### src/rtl/sigmoid_pkg.sv
// Shared types and constants for the bf16 sigmoid pipeline: number formats,
// segment geometry and the piecewise-linear coefficient ROM.
package sigmoid_pkg;

    typedef struct packed {
        logic       sign;
        logic [7:0] exp;
        logic [6:0] mant;
    } bf16_t;

    // Segment geometry and fixed-point formats
    localparam int SEG_BITS = 4;
    localparam int SEGS     = 1 << SEG_BITS;
    localparam int XFRAC    = 12;              // |x| in unsigned Q3.12
    localparam int XW       = 3 + XFRAC;       // 15-bit magnitude
    localparam int YFRAC    = 16;              // sigmoid value in unsigned Q0.16
    localparam int LATENCY  = 4;

    // bf16 constants
    localparam logic [15:0] ONE  = 16'h3F80;
    localparam logic [15:0] HALF = 16'h3F00;
    localparam logic [15:0] QNAN = 16'h7FC0;
    localparam logic [15:0] ZERO = 16'h0000;

    localparam logic [7:0] EXP_BIAS  = 8'd127;
    // Exponent at which {1,mant} (1.7 fixed) already sits on the Q3.12 grid
    // without shifting: 127 + 7 - XFRAC.
    localparam logic [7:0] EXP_ALIGN = 8'(127 + 7 - XFRAC);
    // First exponent whose magnitude is >= 8.0, beyond the PWL range.
    localparam logic [7:0] EXP_SAT   = 8'd130;

    // Chord slopes of sigmoid over [k/2, (k+1)/2], unsigned Q0.16.
    localparam logic [15:0] SLOPE [SEGS] = '{
        16'd16051, 16'd14234, 16'd11340, 16'd8287,
        16'd5681,  16'd3727,  16'd2374,  16'd1485,
        16'd917,   16'd563,   16'd344,   16'd209,
        16'd127,   16'd77,    16'd47,    16'd28
    };

    // Chord intercepts, unsigned Q0.16. Several entries are nudged up by a
    // few LSBs so each segment starts no lower than its neighbour ends after
    // the product truncation; that keeps the output monotonic in x.
    localparam logic [15:0] INTERCEPT [SEGS] = '{
        16'd32768, 16'd33676, 16'd36571, 16'd41151,
        16'd46363, 16'd51248, 16'd55307, 16'd58419,
        16'd60691, 16'd62284, 16'd63379, 16'd64122,
        16'd64614, 16'd64939, 16'd65149, 16'd65291
    };

endpackage

### src/rtl/sigmoid_pipelined_bf16_pack.sv
// Combinational Q0.16 -> bf16 normalizer: leading-one detect, shift the
// leading one out, truncate the mantissa to 7 bits.
module bf16_pack
    import sigmoid_pkg::*;
(
    input  logic [15:0] q,
    output logic [15:0] bf
);

    logic [3:0] lzc;
    logic       found;
    logic [6:0] mant;

    // Count leading zeros, then align the bits below the leading one
    always_comb begin
        lzc   = 4'd0;
        found = 1'b0;
        for (int i = 15; i >= 0; i--) begin
            if (!found && q[i]) begin
                lzc   = 4'(15 - i);
                found = 1'b1;
            end
        end
        mant = 7'((q << lzc) >> 8);
        if (q == 16'd0) begin
            bf = ZERO;
        end else begin
            bf = {1'b0, EXP_BIAS - {4'd0, lzc} - 8'd1, mant};
        end
    end

endmodule

### src/rtl/sigmoid_pipelined.sv
// Streaming bf16 sigmoid, one sample per clock, fixed 4-cycle latency.
// PWL evaluation on |x| with sigmoid(-x) = 1 - sigmoid(x); special inputs
// (NaN, inf, |x| >= 8, zero/denormal) bypass the arithmetic in flight.
module sigmoid_pipelined
    import sigmoid_pkg::*;
(
    input  logic        clk,
    input  logic        rst,
    input  logic        valid_in,
    input  logic [15:0] data_in,
    output logic        valid_out,
    output logic [15:0] data_out
);

    function automatic logic [XW-1:0] to_q312(input logic [7:0] e, input logic [6:0] m);
        logic [XW-1:0] sig;
        sig = {7'd0, 1'b1, m};
        if (e >= EXP_ALIGN) begin
            return sig << (e - EXP_ALIGN);
        end
        return sig >> (EXP_ALIGN - e);
    endfunction

    function automatic logic [15:0] sat_q016(input logic [19:0] v);
        if (v > 20'h0FFFF) begin
            return 16'hFFFF;
        end
        if (v < 20'h08000) begin
            return 16'h8000;
        end
        return v[15:0];
    endfunction

    function automatic logic [15:0] reflect_q016(input logic [15:0] f);
        logic signed [17:0] r;
        r = $signed(18'(1 << YFRAC)) - $signed({2'b00, f});
        if (r < 18'sd0) begin
            return 16'h0000;
        end
        if (r > 18'sh0FFFF) begin
            return 16'hFFFF;
        end
        return r[15:0];
    endfunction

    // valid tag: bit k marks the sample held in stage k+1
    logic [LATENCY-1:0] vld_sr;

    bf16_t              x_s1;
    logic               special_s1;
    logic [15:0]        spec_val_s1;
    logic [XW-1:0]      xq_s1;

    logic               sign_p1;
    logic               special_p1;
    logic [15:0]        spec_val_p1;
    logic [XW-1:0]      xq_p1;

    logic [SEG_BITS-1:0] idx_s2;
    logic [30:0]         prod_s2;

    logic               sign_p2;
    logic               special_p2;
    logic [15:0]        spec_val_p2;
    logic [15:0]        icpt_p2;
    logic [30:0]        prod_p2;

    logic [19:0]        sum_s3;
    logic [15:0]        f_s3;

    logic               special_p3;
    logic [15:0]        spec_val_p3;
    logic [15:0]        q_p3;

    logic [15:0]        packed_s4;

    // ---- S1: unpack / classify ----
    // Special inputs resolve to their final bf16 code here; the rest become Q3.12
    always_comb begin
        x_s1        = bf16_t'(data_in);
        special_s1  = 1'b0;
        spec_val_s1 = ZERO;
        xq_s1       = '0;
        if (x_s1.exp == 8'hFF && x_s1.mant != 7'd0) begin
            special_s1  = 1'b1;
            spec_val_s1 = QNAN;
        end else if (x_s1.exp >= EXP_SAT) begin
            special_s1  = 1'b1;
            spec_val_s1 = x_s1.sign ? ZERO : ONE;
        end else if (x_s1.exp == 8'd0) begin
            special_s1  = 1'b1;
            spec_val_s1 = HALF;
        end else begin
            xq_s1 = to_q312(x_s1.exp, x_s1.mant);
        end
    end

    // S1 data register
    always_ff @(posedge clk) begin
        sign_p1     <= x_s1.sign;
        special_p1  <= special_s1;
        spec_val_p1 <= spec_val_s1;
        xq_p1       <= xq_s1;
    end

    // ---- S2: segment lookup and slope product ----
    // Top four magnitude bits pick one of 16 half-unit segments over [0,8)
    always_comb begin
        idx_s2  = xq_p1[XW-1 -: SEG_BITS];
        prod_s2 = 31'(SLOPE[idx_s2]) * 31'(xq_p1);
    end

    // S2 data register
    always_ff @(posedge clk) begin
        sign_p2     <= sign_p1;
        special_p2  <= special_p1;
        spec_val_p2 <= spec_val_p1;
        icpt_p2     <= INTERCEPT[idx_s2];
        prod_p2     <= prod_s2;
    end

    // ---- S3: evaluate, saturate, mirror for negative inputs ----
    // Positive half lands in [0.5, 1); the mirror gives 1 - f for x < 0
    always_comb begin
        sum_s3 = 20'(icpt_p2) + 20'(prod_p2 >> XFRAC);
        f_s3   = sat_q016(sum_s3);
        if (sign_p2) begin
            f_s3 = reflect_q016(f_s3);
        end
    end

    // S3 data register
    always_ff @(posedge clk) begin
        special_p3  <= special_p2;
        spec_val_p3 <= spec_val_p2;
        q_p3        <= f_s3;
    end

    // ---- S4: pack Q0.16 to bf16 ----
    bf16_pack u_pack (
        .q  (q_p3),
        .bf (packed_s4)
    );

    // Valid shift register and output; data_out only updates on a valid result
    always_ff @(posedge clk) begin
        if (rst) begin
            vld_sr   <= '0;
            data_out <= ZERO;
        end else begin
            vld_sr <= {vld_sr[LATENCY-2:0], valid_in};
            if (vld_sr[LATENCY-2]) begin
                data_out <= special_p3 ? spec_val_p3 : packed_s4;
            end
        end
    end

    assign valid_out = vld_sr[LATENCY-1];

endmodule

### config.mk
export PLATFORM = sky130hd
export DESIGN_NAME = sigmoid_pipelined
export DESIGN_NICKNAME = d
export VERILOG_FILES = /design/src/rtl/sigmoid_pkg.sv /design/src/rtl/sigmoid_pipelined_bf16_pack.sv /design/src/rtl/sigmoid_pipelined.sv
export SDC_FILE = /design/constraint.sdc
export NUM_CORES = 1
export LEC_CHECK = 0
export CAP_MARGIN = 10
export CORE_ASPECT_RATIO = 1.5
export CORE_MARGIN = 2
export CORE_UTILIZATION = 57
export DETAILED_ROUTE_END_ITERATION = 7
export HOLD_SLACK_MARGIN = 0.1
export PLACE_DENSITY = 0.82
export SYNTH_ARGS = -nofsm -noshare
export SYNTH_HDL_FRONTEND = slang
export SYNTH_SLANG_ARGS = --single-unit
### constraint.sdc
create_clock -name clk -period 16.7 [get_ports clk]
set_input_delay 1.67 -clock clk [delete_from_list [all_inputs] [get_ports clk]]
set_output_delay 1.67 -clock clk [all_outputs]
set_load 0.005 [all_outputs]
* Yosys cells after proc, flatten, opt, wreduce, memory -nomap -nowiden
Memories as Yosys holds them, arrays and structs flattened. A register that Yosys moved wholly into a read port is not among the register bits. Index checks and enable logic that the tools add are counted.
Storage, ports and cells: memory bits (writable) 0, logic and storage cells 131, bits in latches 0, memory bits (read-only) 512, flip-flop bits (word level) 135, memories kept 2, input port bits 19, output and inout port bits 17
Memory list:
- (no name shown) | depth 16, width 16, rd ports 1, clocked after memory_dff 1, wr ports 0, RTL line sigmoid_pipelined.sv:118 | icpt_p2 <= INTERCEPT[idx_s2];
- (no name shown) | depth 16, width 16, rd ports 1, clocked after memory_dff 0, wr ports 0, RTL line sigmoid_pipelined.sv:110 | prod_s2 = 31'(SLOPE[idx_s2]) * 31'(xq_p1);
Cells by class: muxes and demuxes 61, multiply operators 1, reduce and logical (&&, ||, !) cells 36, equal/unequal tests 1, bitwise logic cells 1, add/subtract/negate cells 6, shift-type cells 3, magnitude comparators 7, divide/modulo/power cells 0
Operators with widths (count):
- 16-bit two-way mux | 12
- 4-bit two-way mux | 14
- 15-bit two-way mux | 3
- 14-bit two-way mux | 3
- 16-bit by 15-bit multiplier with 31-bit output | 1
- 1-bit two-way mux | 29
- 16-bit by 19-bit adder with 20-bit output | 1
- 20-bit by 16-bit > comparator with 1-bit output (second input constant) | 1
- 20-bit by 16-bit less-than comparator with 1-bit output (second input constant) | 1
- 18-bit by 17-bit > comparator with 1-bit output (second input constant) | 1
- 18-bit by 1-bit less-than comparator with 1-bit output (second input constant) | 1
- 17-bit by 16-bit subtractor with 18-bit output (first input constant) | 1
- 1-bit logical AND | 16
- 16-bit zero test | 1
- 16-bit by 4-bit << shifter with 15-bit output | 1
- 1-bit zero test | 15
- 8-bit by 8-bit << shifter with 15-bit output | 1
- 8-bit by 8-bit right shift with 15-bit output | 1
- 8-bit == test (second input constant) | 1
- 8-bit by 7-bit >= comparator with 1-bit output (second input constant) | 1
- 8-bit >= comparator (second input constant) | 1
- 8-bit zero test | 1
- 7-bit by 4-bit subtractor with 8-bit output (first input constant) | 1
- 7-bit by 8-bit subtractor with 8-bit output (first input constant) | 1
- other kinds (7) | 7

* Depth between registers and ports, before layout
word-level depth 50, depth in mapped cells 30, mapped depth without buffers 27

* Hierarchy
A second synthesis with hierarchy kept.
Second synthesis, totals: cells, all modules 1538, area total of the unflattened synthesis 12958.7 um2
By module, submodules not included:
- sigmoid_pipelined | area each 12084.1 um2, cells each 1413, instances 1
- bf16_pack | area each 874.6 um2, cells each 125, instances 1

* Worst setup path after synthesis
OpenSTA, ideal clock, no wires.
path kind register to register, from register xq_p1[12], to register prod_p2[28], cell stages (with the launch flop) 29, data required time 16.582 ns, data arrival time 6.879 ns, library setup time 0.118 ns, path buffers 3, slack 9.703 ns, cells stage by stage dfxtp_1 -> clkbuf_1 -> inv_1 -> ha_1 -> clkbuf_2 -> nor2_1 -> o21ai_0 -> nand2_1 -> clkbuf_1 -> nand2_1 -> fa_1 -> inv_1 -> fa_1 -> fa_1 -> inv_1 -> fa_1 -> inv_1 -> fa_1 -> fa_1 -> ha_1 -> nand3_1 -> nor4_1 -> nand4_1 -> o211ai_1 -> o311ai_1 -> a211oi_1 -> o21a_1 -> nor2_1 -> xnor2_1
Between the ends: longest elaborated chain between the ends 5
Ends and longest elaborated chain:
- start: declaration | RTL line sigmoid_pipelined.sv:57 | logic [XW-1:0] xq_p1;
- start signal: assignment | RTL line sigmoid_pipelined.sv:103 | xq_p1 <= xq_s1;
- 4-bit NOT with 5-bit output (not written as such) | RTL line sigmoid_pipelined.sv:110
- memory read 16 x 16 bit
- 16-bit two-way mux (not written as such) (2 in series) | RTL line sigmoid_pipelined.sv:110
- 16-bit by 15-bit multiplier with 31-bit output * | RTL line sigmoid_pipelined.sv:110
- net prod_s2[28] | RTL line sigmoid_pipelined.sv:60 | logic [30:0] prod_s2;
- end signal: assignment | RTL line sigmoid_pipelined.sv:119 | prod_p2 <= prod_s2;
- end: declaration | RTL line sigmoid_pipelined.sv:66 | logic [30:0] prod_p2;
Mark *: on every way through the listed nets, which the timed path passes. The rest lies on a longest branch. The select of a mux whose other input is x is not followed. A chain may end at the register's enable or synchronous reset.

* Worst setup path in the final report
from register xq_p1[12], to register prod_p2[29]
Same word-level chain as after synthesis.

==> metrics.txt <==
DP Area 13200 um2; category of the most critical setup path flop to flop; Worst EP arrival 8.84 ns; clock latency on the worst-skew pair 0.37 ns; # rows 66; largest driver fanout on the critical path 22; maximum resistive drop on vdd 0.0577 mV; Post-Route WL 31300 um; leading cell type in the layout, fill and taps excluded inv_1; initial antenna violation count 1; distinct cell type count after synthesis 92; post-route total power 660 uW; number of optimization iterations in the first detailed-route pass 5; async set-reset flop share out of synthesis 0%; Slew headroom 18.3%; fraction of layout cells with a size suffix above 1 4.27%; post-route cell area 13500 um2; Port-buffer cells 34; Worst R2R Path Depth 24; area of the die 23500 um2; Avg Synthesized Cell Area 8.45 um2; first-pass GRT wire length 52300 um; total power density per cell area 48.9 nW/um2; critical path startpoint category flop; Die X-Extent 126 um; Slew @ Worst Pin 1.23 ns; area growth from synthesis to final layout 6.18%; number of global-route vias before repair 11100; number of nets in the layout 1799; area of the core region 21800 um2; cell count of the worst hold path 0; cell type with the highest aggregate area in the netlist fa_1; post-cts sizing count 0; total via count in the routed design 10600; Worst Setup End Kind flop; clock edge transition at the registers on the reported setup and hold paths 0.08 ns; buffers inserted during post-CTS setup optimization 0; Placed Cells incl. Taps 1755; slowest stage delay, CP 0.79 ns; Worst Clk Skew 0.00989 ns; result of the run completed; global route total overflow 0; leakage 6.64 nW; time the worst path needs with I/O delays and setup 8.59 ns; part of the Yosys area used for sequential elements 15.3%; # clock sinks 97; combined global-route utilization of all metal layers 27.5%; area fraction of the dominant cell type after synthesis 24.4%; Max stage delay cell, worst path o311ai_1; dominant register cell in the synthesized netlist dfxtp_1; post-route setup TNS 0 ns; master cell of the clock root buffer clkbuf_16; number of max-cap violations 0; final estimated routing congestion in global placement 0.971; ANT nets after route 0; iteration-0 DRC count of the detailed router 631; clock tree from TritonCTS yes; Detailed Place HPWL 25300 um; achievable frequency 116 MHz; Top cell by count, worst path fa_1; final setup vio count 0; post-route clock period utilization 51.4%; hold crit path type flop to flop; commonest cells after routing, fill and taps aside 194 x inv_1, 189 x nand2_1, 155 x fa_1; non-filler instance count after layout 1771; maximum number of pins on one net before global-route repair 43; Max Root-Sink Buffers 2; worst path required time 16.95 ns; setup repair after global routing missed its margin no; H-tree level count 3; warnings from Yosys 0; netlist area before placement 12700 um2; Initial Utilization 58.3%; cell count after synthesis 1504; count of inserted antenna diode cells 0; Vias per Instance 5.97; count of endpoints failing hold in the final timing report 0; height of the die 187 um; number of storage elements in the synthesis netlist 97; post-cts hold buffer count 0; total clock buffers created by CTS 9; cells taking the most area after synthesis fa_1 24%, dfxtp_1 15%, ha_1 13%; worst path cell trace inv_1 -> ha_1 -> nor2b_1 -> o21ai_0 -> nand2_1 -> nand2_1 -> fa_1 -> inv_1 -> fa_1 -> fa_1 -> inv_1 -> fa_1 -> fa_1 -> inv_1 -> fa_1 -> ha_1 -> a21o_1 -> a21o_1 -> a21oi_1 -> o211ai_1 -> o311ai_1 -> a211oi_1 -> o41ai_2 -> xnor2_1; final number of max-transition violations 0; Residual DRC 0; count of flip-flops with a built-in enable after synthesis 0; I/O pin count 36; wire length per cell 17.7 um
flip-flops by register name, indices dropped and copies added (netlist names), 3 cells and up:
signal,count
icpt_p2,15
q_p3,16
xq_p1,15
spec_val_p2,3
data_out,14
spec_val_p3,3
spec_val_p1,3
vld_sr,4
prod_p2,19
worst max-delay path: cells and delay by family, from the launching register on:
kind	cells	cell delay, ns
XOR/XNOR	1	0.10
adder cells (fa/ha/maj)	8	3.51
AO/OA/AOI/OAI	8	2.73
buffers and inverters	4	0.50
flip-flops	1	0.78
AND/OR/NAND/NOR	3	0.84
report_power, final:
group	leakage (nW)	switching [mW]	internal, mW	total (mW)
registers	0.794	0.0193	0.245	0.265
logic	5.70	0.107	0.0719	0.179
clock network	0.150	0.109	0.107	0.216
total	6.64	0.235	0.424	0.660
logic make-up after synthesis:
| group | after synthesis | synth area share [%] |
|---|---|---|
| AND/OR/NAND/NOR | 489 | 18.3 |
| multiplexers | 44 | 3.78 |
| buffers and inverters | 272 | 8.41 |
| XOR/XNOR | 31 | 2.14 |
| other | 2 | 0.0591 |
| flip-flops | 97 | 15.3 |
| AO/OA/AOI/OAI | 283 | 14.7 |
| adder cells (fa/ha/maj) | 286 | 37.3 |
layout make-up:
cell class	instances	area, um2
fill	1846	8310
sequential	97	1940
tap	272	340
timing repair buffer	48	445
clock inverter	7	81.3
multi-input combinational	1140	9710
inverter	198	743
clock buffer	9	225
path summary, 6_finish.rpt:
path,start,end,slack [ns]
worst min-delay path,sign_p1$_DFF_P_,sign_p2$_DFF_P_,0.33
worst max register to register,xq_p1[12]$_SDFF_PP0_,prod_p2[29]$_DFF_P_,8.11
worst max-delay path,xq_p1[12]$_SDFF_PP0_,prod_p2[29]$_DFF_P_,8.11
worst min register to register,sign_p1$_DFF_P_,sign_p2$_DFF_P_,0.33
metrics by stage:
step / utilization [%] / hold WS [ns] / worst slack (ns)
2_1_floorplan: - / 0.310 / 9.70
3_3_place_gp: 60.5 / 0.311 / 8.48
3_5_place_dp: 60.5 / 0.312 / 8.24
4_1_cts: 61.9 / 0.328 / 8.16
5_1_grt: 61.9 / 0.334 / 7.68
6_report: 61.9 / 0.330 / 8.11
routing by layer:
metal	track usage, %	up-vias	wire length, um
li1	-	4972	-
met1	27.2	5071	10500
met2	52.3	380	17100
met3	3.80	146	1460
met4	18.0	2	2180
met5	0	-	13
synthesized netlist by cell type (4+ instances only):
cell      count
inv_1       194
nand2_1     189
fa_1        155
ha_1        131
nor2_1       98
dfxtp_1      97
a21oi_1      74
and2_1       74
o21ai_0      62
clkbuf_1     59
mux2i_1      30
nor3_1       30
nand3_1      26
nor2b_1      16
xnor2_1      16
xor2_1       15
a21o_1       14
o211ai_1     12
a211oi_1     11
o21a_1       11
mux2_2       10
o31ai_1      10
nand2b_1      9
o21ai_1       9
or3_1         8
a22oi_1       7
a31oi_1       7
buf_2         7
nand4_1       7
nor4_1        6
a32oi_1       5
o21bai_1      5
or2_2         5
buf_6         4
o31a_1        4
or4_1         4
(Power assumes the default switching activity.)
